File: src/rtl/rf_writeback.sv
// Register-file write-back: merges ALU results and queued load data into one registered
// RF write per cycle, with a pending-load scoreboard. Define RF_WB_BYPASS_EN for bypass ports.
module rf_writeback #(
  parameter int LQ_DEPTH = 2
) (
  input  logic        clk,
  input  logic        rst_n,
  input  logic        alu_valid,
  input  logic [4:0]  alu_rd,
  input  logic [31:0] alu_data,
  output logic        alu_stall,
  input  logic        ld_valid,
  output logic        ld_ready,
  input  logic [4:0]  ld_rd,
  input  logic [31:0] ld_data,
  input  logic        issue_mark,
  input  logic [4:0]  issue_rd,
  output logic [31:0] pend,
  output logic [4:0]  reg_addr_write,
  output logic [31:0] reg_data_write,
  output logic        reg_enable_write,
`ifdef RF_WB_BYPASS_EN
  input  logic [4:0]  byp_rs1,
  input  logic [4:0]  byp_rs2,
  output logic        byp_hit1,
  output logic        byp_hit2,
  output logic [31:0] byp_data1,
  output logic [31:0] byp_data2,
`endif
  output logic        wb_err
);

  localparam int PW = $clog2(LQ_DEPTH);
  localparam int CW = $clog2(LQ_DEPTH) + 1;
  localparam logic [PW-1:0] PTR_ONE  = PW'(1'b1);
  localparam logic [CW-1:0] CNT_ONE  = CW'(1'b1);
  localparam logic [CW-1:0] CNT_FULL = CW'(LQ_DEPTH);

  logic [4:0]    r_q_rd   [LQ_DEPTH];
  logic [31:0]   r_q_data [LQ_DEPTH];
  logic [PW-1:0] r_wptr;
  logic [PW-1:0] r_rptr;
  logic [CW-1:0] r_count;
  logic [31:0]   r_pend;
  logic          r_err;
  logic          r_we;
  logic [4:0]    r_addr;
  logic [31:0]   r_data;

  logic          w_full;
  logic          w_empty;
  logic          w_push;
  logic          w_pop;
  logic [4:0]    w_head_rd;
  logic [31:0]   w_head_data;
  logic [31:0]   w_pend_clr;
  logic [31:0]   w_pend_set;
  logic [31:0]   w_pend_next;
  logic          w_err_set;

  // Queue status, arbitration, scoreboard next-state and protocol checks
  always_comb begin
    w_full      = (r_count == CNT_FULL);
    w_empty     = (r_count == {CW{1'b0}});
    w_push      = ld_valid && !w_full;
    w_pop       = !alu_valid && !w_empty;
    w_head_rd   = r_q_rd[r_rptr];
    w_head_data = r_q_data[r_rptr];
    w_pend_clr  = 32'h0000_0000;
    w_pend_set  = 32'h0000_0000;
    if (w_pop) begin
      w_pend_clr[w_head_rd] = 1'b1;
    end else begin
      w_pend_clr = 32'h0000_0000;
    end
    if (issue_mark && (issue_rd != 5'd0)) begin
      w_pend_set[issue_rd] = 1'b1;
    end else begin
      w_pend_set = 32'h0000_0000;
    end
    // Set is applied after clear so a same-cycle re-issue keeps the bit; x0 never pends.
    w_pend_next = ((r_pend & ~w_pend_clr) | w_pend_set) & 32'hFFFF_FFFE;
    w_err_set   = (alu_valid && w_full)
                || (alu_valid && (alu_rd != 5'd0) && r_pend[alu_rd])
                || (w_pop && (w_head_rd != 5'd0) && !r_pend[w_head_rd]);
  end

  assign ld_ready         = !w_full;
  assign alu_stall        = w_full;
  assign pend             = r_pend;
  assign wb_err           = r_err;
  assign reg_enable_write = r_we;
  assign reg_addr_write   = r_addr;
  assign reg_data_write   = r_data;

  // Load queue storage; contents are don't-care until the count covers them
  always_ff @(posedge clk) begin
    if (w_push) begin
      r_q_rd[r_wptr]   <= ld_rd;
      r_q_data[r_wptr] <= ld_data;
    end
  end

  // Queue pointers/count, scoreboard, error flag and the registered write port
  always_ff @(posedge clk or negedge rst_n) begin
    if (!rst_n) begin
      r_wptr  <= {PW{1'b0}};
      r_rptr  <= {PW{1'b0}};
      r_count <= {CW{1'b0}};
      r_pend  <= 32'h0000_0000;
      r_err   <= 1'b0;
      r_we    <= 1'b0;
      r_addr  <= 5'd0;
      r_data  <= 32'h0000_0000;
    end else begin
      if (w_push) begin
        r_wptr <= r_wptr + PTR_ONE;
      end
      if (w_pop) begin
        r_rptr <= r_rptr + PTR_ONE;
      end
      case ({w_push, w_pop})
        2'b10:   r_count <= r_count + CNT_ONE;
        2'b01:   r_count <= r_count - CNT_ONE;
        default: r_count <= r_count;
      endcase
      r_pend <= w_pend_next;
      if (w_err_set) begin
        r_err <= 1'b1;
      end
      if (alu_valid) begin
        r_we   <= (alu_rd != 5'd0);
        r_addr <= alu_rd;
        r_data <= alu_data;
      end else if (w_pop) begin
        r_we   <= (w_head_rd != 5'd0);
        r_addr <= w_head_rd;
        r_data <= w_head_data;
      end else begin
        r_we   <= 1'b0;
      end
    end
  end

`ifdef RF_WB_BYPASS_EN
  // Forward the in-flight RF write to readers in the same cycle
  always_comb begin
    byp_hit1  = r_we && (byp_rs1 != 5'd0) && (r_addr == byp_rs1);
    byp_hit2  = r_we && (byp_rs2 != 5'd0) && (r_addr == byp_rs2);
    byp_data1 = r_data;
    byp_data2 = r_data;
  end
`endif

endmodule

File: config.mk
export PLATFORM = sky130hd
export DESIGN_NAME = rf_writeback
export DESIGN_NICKNAME = d
export VERILOG_FILES = /design/src/rtl/rf_writeback.sv
export SDC_FILE = /design/constraint.sdc
export NUM_CORES = 1
export LEC_CHECK = 0
export CORE_MARGIN = 5
export CORE_UTILIZATION = 45
export CTS_BUF_LIST = sky130_fd_sc_hd__clkbuf_4 sky130_fd_sc_hd__clkbuf_8 sky130_fd_sc_hd__clkbuf_16
export DETAILED_ROUTE_END_ITERATION = 10
export DONT_BUFFER_PORTS = 1
export PLACE_DENSITY = 0.69
export SYNTH_ARGS = -nofsm -noshare
export SYNTH_HDL_FRONTEND = slang
export SYNTH_SLANG_ARGS = --single-unit
File: constraint.sdc
create_clock -name clk -period 2.72 [get_ports clk]
set_input_delay 0.816 -clock clk [delete_from_list [all_inputs] [get_ports clk]]
set_output_delay 0.816 -clock clk [all_outputs]
set_load 0.03 [all_outputs]
Word-level counts from Yosys, hierarchy flattened
Memory sizes are Yosys's and may differ from the RTL's.
Cells that the tools add are included.
Widths: inputs -> output; s select.
{"block": "totals", "ff_bits": 74, "latchBits": 0, "mem_bits_rw": 74, "mem_bits_ro": 0, "inputBits": 84, "output_inout_bits": 73, "wordCells": 66, "n_memories": 2}
{"block": "classes", "addsub": 4, "multipliers": 0, "n_div": 0, "magnitude_cmp": 5, "eq_ne": 3, "n_shift": 0, "mux": 19, "n_bitwise": 3, "n_reduce_logical": 22}
{"name": "r_q_data", "words": 2, "word_bits": 32, "rd": 1, "rd_ports_with_merged_regs": 0, "wr": 1, "line": "40", "text": "logic [31:0] r_q_data [LQ_DEPTH];"}
{"name": "r_q_rd", "words": 2, "word_bits": 5, "rd": 1, "rd_ports_with_merged_regs": 0, "wr": 1, "line": "39", "text": "logic [4:0] r_q_rd [LQ_DEPTH];"}
{"op": "$mux 32", "n": 4}
{"op": "$and 32x32->32", "n": 1}
{"op": "$not 32->32", "n": 1}
{"op": "$or 32x32->32", "n": 1}
{"op": "$lt 5x6->1 const B", "n": 3}
{"op": "$reduce_bool 5->1", "n": 3}
{"op": "$bmux 1 s5", "n": 2}
{"op": "$demux 1 s5", "n": 2}
{"op": "$ge 5x1->1 const B", "n": 2}
{"op": "$logic_and 1x1->1", "n": 10}
{"op": "$mux 5", "n": 2}
{"op": "$mux 1", "n": 8}
{"op": "$eq 2x2->1 const B", "n": 2}
{"op": "$logic_not 1->1", "n": 4}
{"op": "$pmux 2 s2", "n": 1}
{"op": "$reduce_bool 2->1", "n": 2}
{"op": "$add 1x1->1 const B", "n": 2}
{"op": "$add 2x1->2 const B", "n": 1}
{"op": "$eq 2x1->1 const B", "n": 1}
{"op": "$logic_not 2->1", "n": 1}
{"op": "$logic_or 1x1->1", "n": 2}
{"op": "$sub 2x1->2 const B", "n": 1}

Logic depth before layout (Yosys ltp)
An unclocked memory read counts as a cell.
{"block": "depth", "depth_word": 9, "ltp_mapped": 8, "depth_no_buf": 6}

Worst setup path after synthesis
OpenSTA, ideal clock, no wires.
{"block": "synth_timing", "path_type": "flip-flop to flip-flop", "start": "reg r_count[0]", "end": "mem r_q_data[0][0] (enable)", "setup_time_ns": 0.431, "arrival_ns": 2.500, "required_time_ns": 2.289, "setup_slack_ns": -0.212, "path_stages_with_launch": 4, "n_path_buf": 0, "synth_period_minus_slack_ns": 2.932, "path_cell_list": "dfrtp_1 nand2b_1 nand2_1 nor2_1"}
{"block": "synth_between", "elab_chain_cells": 5}
{"element": "from (decl)", "line": "43", "text": "logic [CW-1:0] r_count;"}
{"element": "from (signal assigned)", "line": "109", "text": "r_count <= {CW{1'b0}};"}
{"element": "from (signal assigned)", "line": "123", "text": "2'b10: r_count <= r_count + CNT_ONE;"}
{"element": "from (signal assigned)", "line": "124", "text": "2'b01: r_count <= r_count - CNT_ONE;"}
{"element": "$eq 2x2->1", "line": "63", "text": "w_full = (r_count == CNT_FULL);"}
{"element": "$logic_not 1->1"}
{"element": "net ld_ready", "line": "13", "text": "output logic ld_ready,"}
{"element": "$logic_and 1x1->1", "line": "65", "text": "w_push = ld_valid && !w_full;"}
{"element": "$mux 1", "line": "98", "text": "if (w_push) begin"}
{"element": "$mux 1 (implied by the code)", "line": "100", "text": "r_q_data[r_wptr] <= ld_data;"}
{"element": "to (decl)", "line": "40"}
The timed path passes the listed nets, and every way through them passes these cells.

Worst setup path after layout
{"block": "layout_timing", "start": "reg r_count[0]", "end": "out alu_stall"}
{"block": "layout_between", "elab_chain_cells": 1}
{"element": "$eq 2x2->1", "line": "63"}
{"element": "to (decl)", "line": "11", "text": "output logic alu_stall,"}
No other way between the ends.

==> metrics.md <==
| Metric | Value |
|---|---|
| R2r worst-path depth | 5 |
| Pin slew with the least headroom to its limit | 0.7206 ns |
| GRT Total Usage | roughly a fifth |
| Leak | between 2 and 3 nW |
| VDD IR-drop max | about 0.55 mV |
| Post-route clock period utilization | between 90% and 100% |
| Vias in the first global route | around 4500 |
| Setup ws final | 0.2531 ns |
| Mapped Cells | between 500 and 600 |
| Core Region | roughly 0.014 sq mm |
| Clock tree sinks | ~150 |
| # diodes | 0 |
| Max Slew Vio Count | 0 |
| Critical Path Sink Type | output pin |
| Most common cell after layout, fill and taps aside | o21ai_0 |
| Post-Synth XOR/XNOR Area | less than 1% |
| Flops & latches, synth | about 150 |
| Average size of a mapped cell | between 10 and 15 sq um |
| Routed wire length | 16300 microns |
| Ys Warns | 0 |
| I/O Buffers | 0 |
| Nets@finish | 643 |
| Syn nets | approximately 640 |
| Share of layout cells above drive strength 1 | between 10% and 20% |
| Hold Violations, Final | 0 |
| Root Buffer | clkbuf_16 |
| Post-synthesis adder-cell area fraction | less than 1% |
| RSZ-0062 raised after global routing | false |
| Combinational family with the most area after synthesis | compound AO/OA/AOI/OAI gates |
| DR pass1 iterations | 5 |
| Ports | roughly 160 |
| Post-DR vias/cell | ~5.9 |
| Remaining global-route overflow | 0 |
| CP Capture Point | alu_stall |
| Crit Path Category | reg -> out |
| Die Wd | around 130 microns |
| Post-synth EDFFs | 74 |
| Post-route ant nets | 0 |
| Post-Synth Simple-Gate Area | under 10% |
| Hold buffers post-CTS | 0 |
| Fin Setup TNS | 0 ns |
| Worst-Skew Late Latency | 0.42 ns |
| Setup crit start | r_count[0]$_DFFE_PN0P_ |
| TritonCTS clock tree | done |
| Max Clock Skew | 0.01035 ns |
| Routed WL per cell | between 20 and 25 microns |
| Layout area overhead | 12.01% |
| GP Congestion | between 0.9 and 1 |
| HPWL Detailed | around 12000 microns |
| Tmin final | 2.467 ns |
| Die area | ~0.017 sq mm |
| Initial antenna violation count | 0 |
| Largest net degree at the start of global routing | 80 |
| Max Cap Viol | 0 |
| Hold Path Class | in -> async |
| Asr flop ratio synth | between 50% and 60% |
| # DRC | 0 |
| Pre-CTS setup slack | 0.5974 ns |
| Vias | roughly 4500 |
| Drt initial violations | 322 |
| Number of buffers created by CTS | 17 |
| PwrDens | 1247 mW/mm^2 |
| Reg clk slew, reported paths | about 0.07 ns |
| Status | finished, final reports clean |
| Crit Path Max Fanout | 5 |
| Sequential element share of the synthesized area | between 60% and 70% |
| Fmax | 405.4 MHz |
| FP Rows | 44 |
| Most frequent cells in the layout | o21ai_0, edfxtp_1, dfrtp_1 |
| Synth Area in Compound Gates | roughly 16% |
| WP data required | ~1.9 ns |
| H-tree depth | 4 |
| Max Buffers Root-to-Sink | 2 |
| Synthesized area | around 0.0066 sq mm |
| Setup crit start kind | flop |
| Terminus of the critical flop-to-flop path | wb_err$_DFFE_PN0P_ |
| Initial Util | 45.49% |
| Post-CTS Setup Bufs | 0 |
| Mux cell area share after synthesis | a little under a tenth |
| First-pass GRT wire length | 24820 microns |
| Flop-to-flop setup slack | 0.55 ns |
| Die Y | around 130 microns |
| CTS resizes | 0 |
| Reg-to-reg startpoint | r_rptr$_DFFE_PN0P_ |
| CP arrival | 1.65 ns |
| Netlist cell types | 55 |
| Rel. slew slack | 51.45% |
| Final setup violating endpoints | 0 |
| Post-synth top flop | edfxtp_1 |
critical path, cell delays in order, from the launching register on:
cell and delay [ns]:
dfrtp_1 0.46, nand2b_1 0.40, inv_1 0.37
area by class of cell:
class | count | area [sq um]
clock buffer | 17 | 425.4
inverter | 6 | 22.52
sequential | 148 | 4075
fill | 1270 | 7074
timing repair buffer | 10 | 87.58
multi-input combinational | 375 | 2346
clock inverter | 15 | 162.7
tap | 184 | 230.2
sequential cells by signal, indices dropped and copies added, names as in the netlist:
name / flops
wb_err: 1
r_wptr: 1
r_q_rd: 10
reg_addr_write: 5
pend: 31
r_rptr: 1
reg_enable_write: 1
r_q_data: 64
r_count: 2
reg_data_write: 32
synth_stat cells (2+ instances only):
| cell | n | area (sq um) |
|---|---|---|
| o21ai_0 | 121 | 605.6 |
| dfrtp_1 | 74 | 1852 |
| edfxtp_1 | 74 | 2222 |
| nand2_1 | 53 | 198.9 |
| nor2_1 | 42 | 157.7 |
| mux2i_1 | 40 | 400.4 |
| a21oi_1 | 36 | 180.2 |
| clkbuf_1 | 20 | 75.07 |
| mux4_2 | 7 | 157.7 |
| inv_1 | 6 | 22.52 |
| nand2b_1 | 6 | 37.54 |
| nor2b_1 | 6 | 37.54 |
| o21a_1 | 6 | 45.04 |
| nand3_1 | 4 | 20.02 |
| nor3_1 | 4 | 20.02 |
| and3_1 | 3 | 18.77 |
| buf_2 | 3 | 15.01 |
| buf_4 | 3 | 22.52 |
| nor3b_1 | 3 | 22.52 |
| xnor2_1 | 3 | 26.28 |
| a32oi_1 | 2 | 17.52 |
| a41o_1 | 2 | 20.02 |
| and3b_2 | 2 | 20.02 |
| buf_6 | 2 | 22.52 |
| mux2_2 | 2 | 22.52 |
| o211ai_1 | 2 | 15.01 |
| o221ai_1 | 2 | 17.52 |
| xor2_1 | 2 | 17.52 |
worst min path at each step:
stage,start,end,depth (start not counted)
after global placement,rst_n,pend[13]$_DFF_PN0_,0
after detailed placement,rst_n,pend[11]$_DFF_PN0_,0
after floorplan,r_count[1]$_DFFE_PN0P_,r_count[1]$_DFFE_PN0P_,1
final,rst_n,pend[14]$_DFF_PN0_,0
after global routing,rst_n,pend[9]$_DFF_PN0_,0
after CTS,rst_n,reg_enable_write$_DFF_PN0_,0
metal layers:
metal  vias to the layer above  GRT usage, %  part of all wire (%)
li1                       2046             -                     -
met1                      2191         23.50                    39
met2                       213         29.27                    47
met3                        32         9.715                    11
met4                         0         8.590                   2.5
met5                         -             0                     0
power by group:
group / leakage (nW) / switching (mW) / internal [mW]
Clock: 0.288 / 1.00 / 1.30
Combinational: 0.954 / 1.29 / 0.940
Sequential: 1.57 / 1.54 / 3.09
logic make-up after synthesis:
group                    after synthesis
AO/OA/AOI/OAI                        182
XOR/XNOR                               5
adder cells (fa/ha/maj)                1
buffers and inverters                 34
flip-flops                           148
multiplexers                          50
other                                  1
AND/OR/NAND/NOR                      136
stage by stage:
step	cells	hold WS (ns)	power [mW]	util (%)	area [sq um]
2_1_floorplan	557	0.4774	6.146	-	6564
3_3_place_gp	723	0.5223	6.820	46.88	6761
3_5_place_dp	723	0.5224	6.903	46.88	6761
4_1_cts	755	0.06345	9.212	50.95	7350
5_1_grt	755	0.05304	9.641	50.95	7350
6_report	755	0.08774	9.165	50.95	7350
Power figures use the tool's default switching activity.
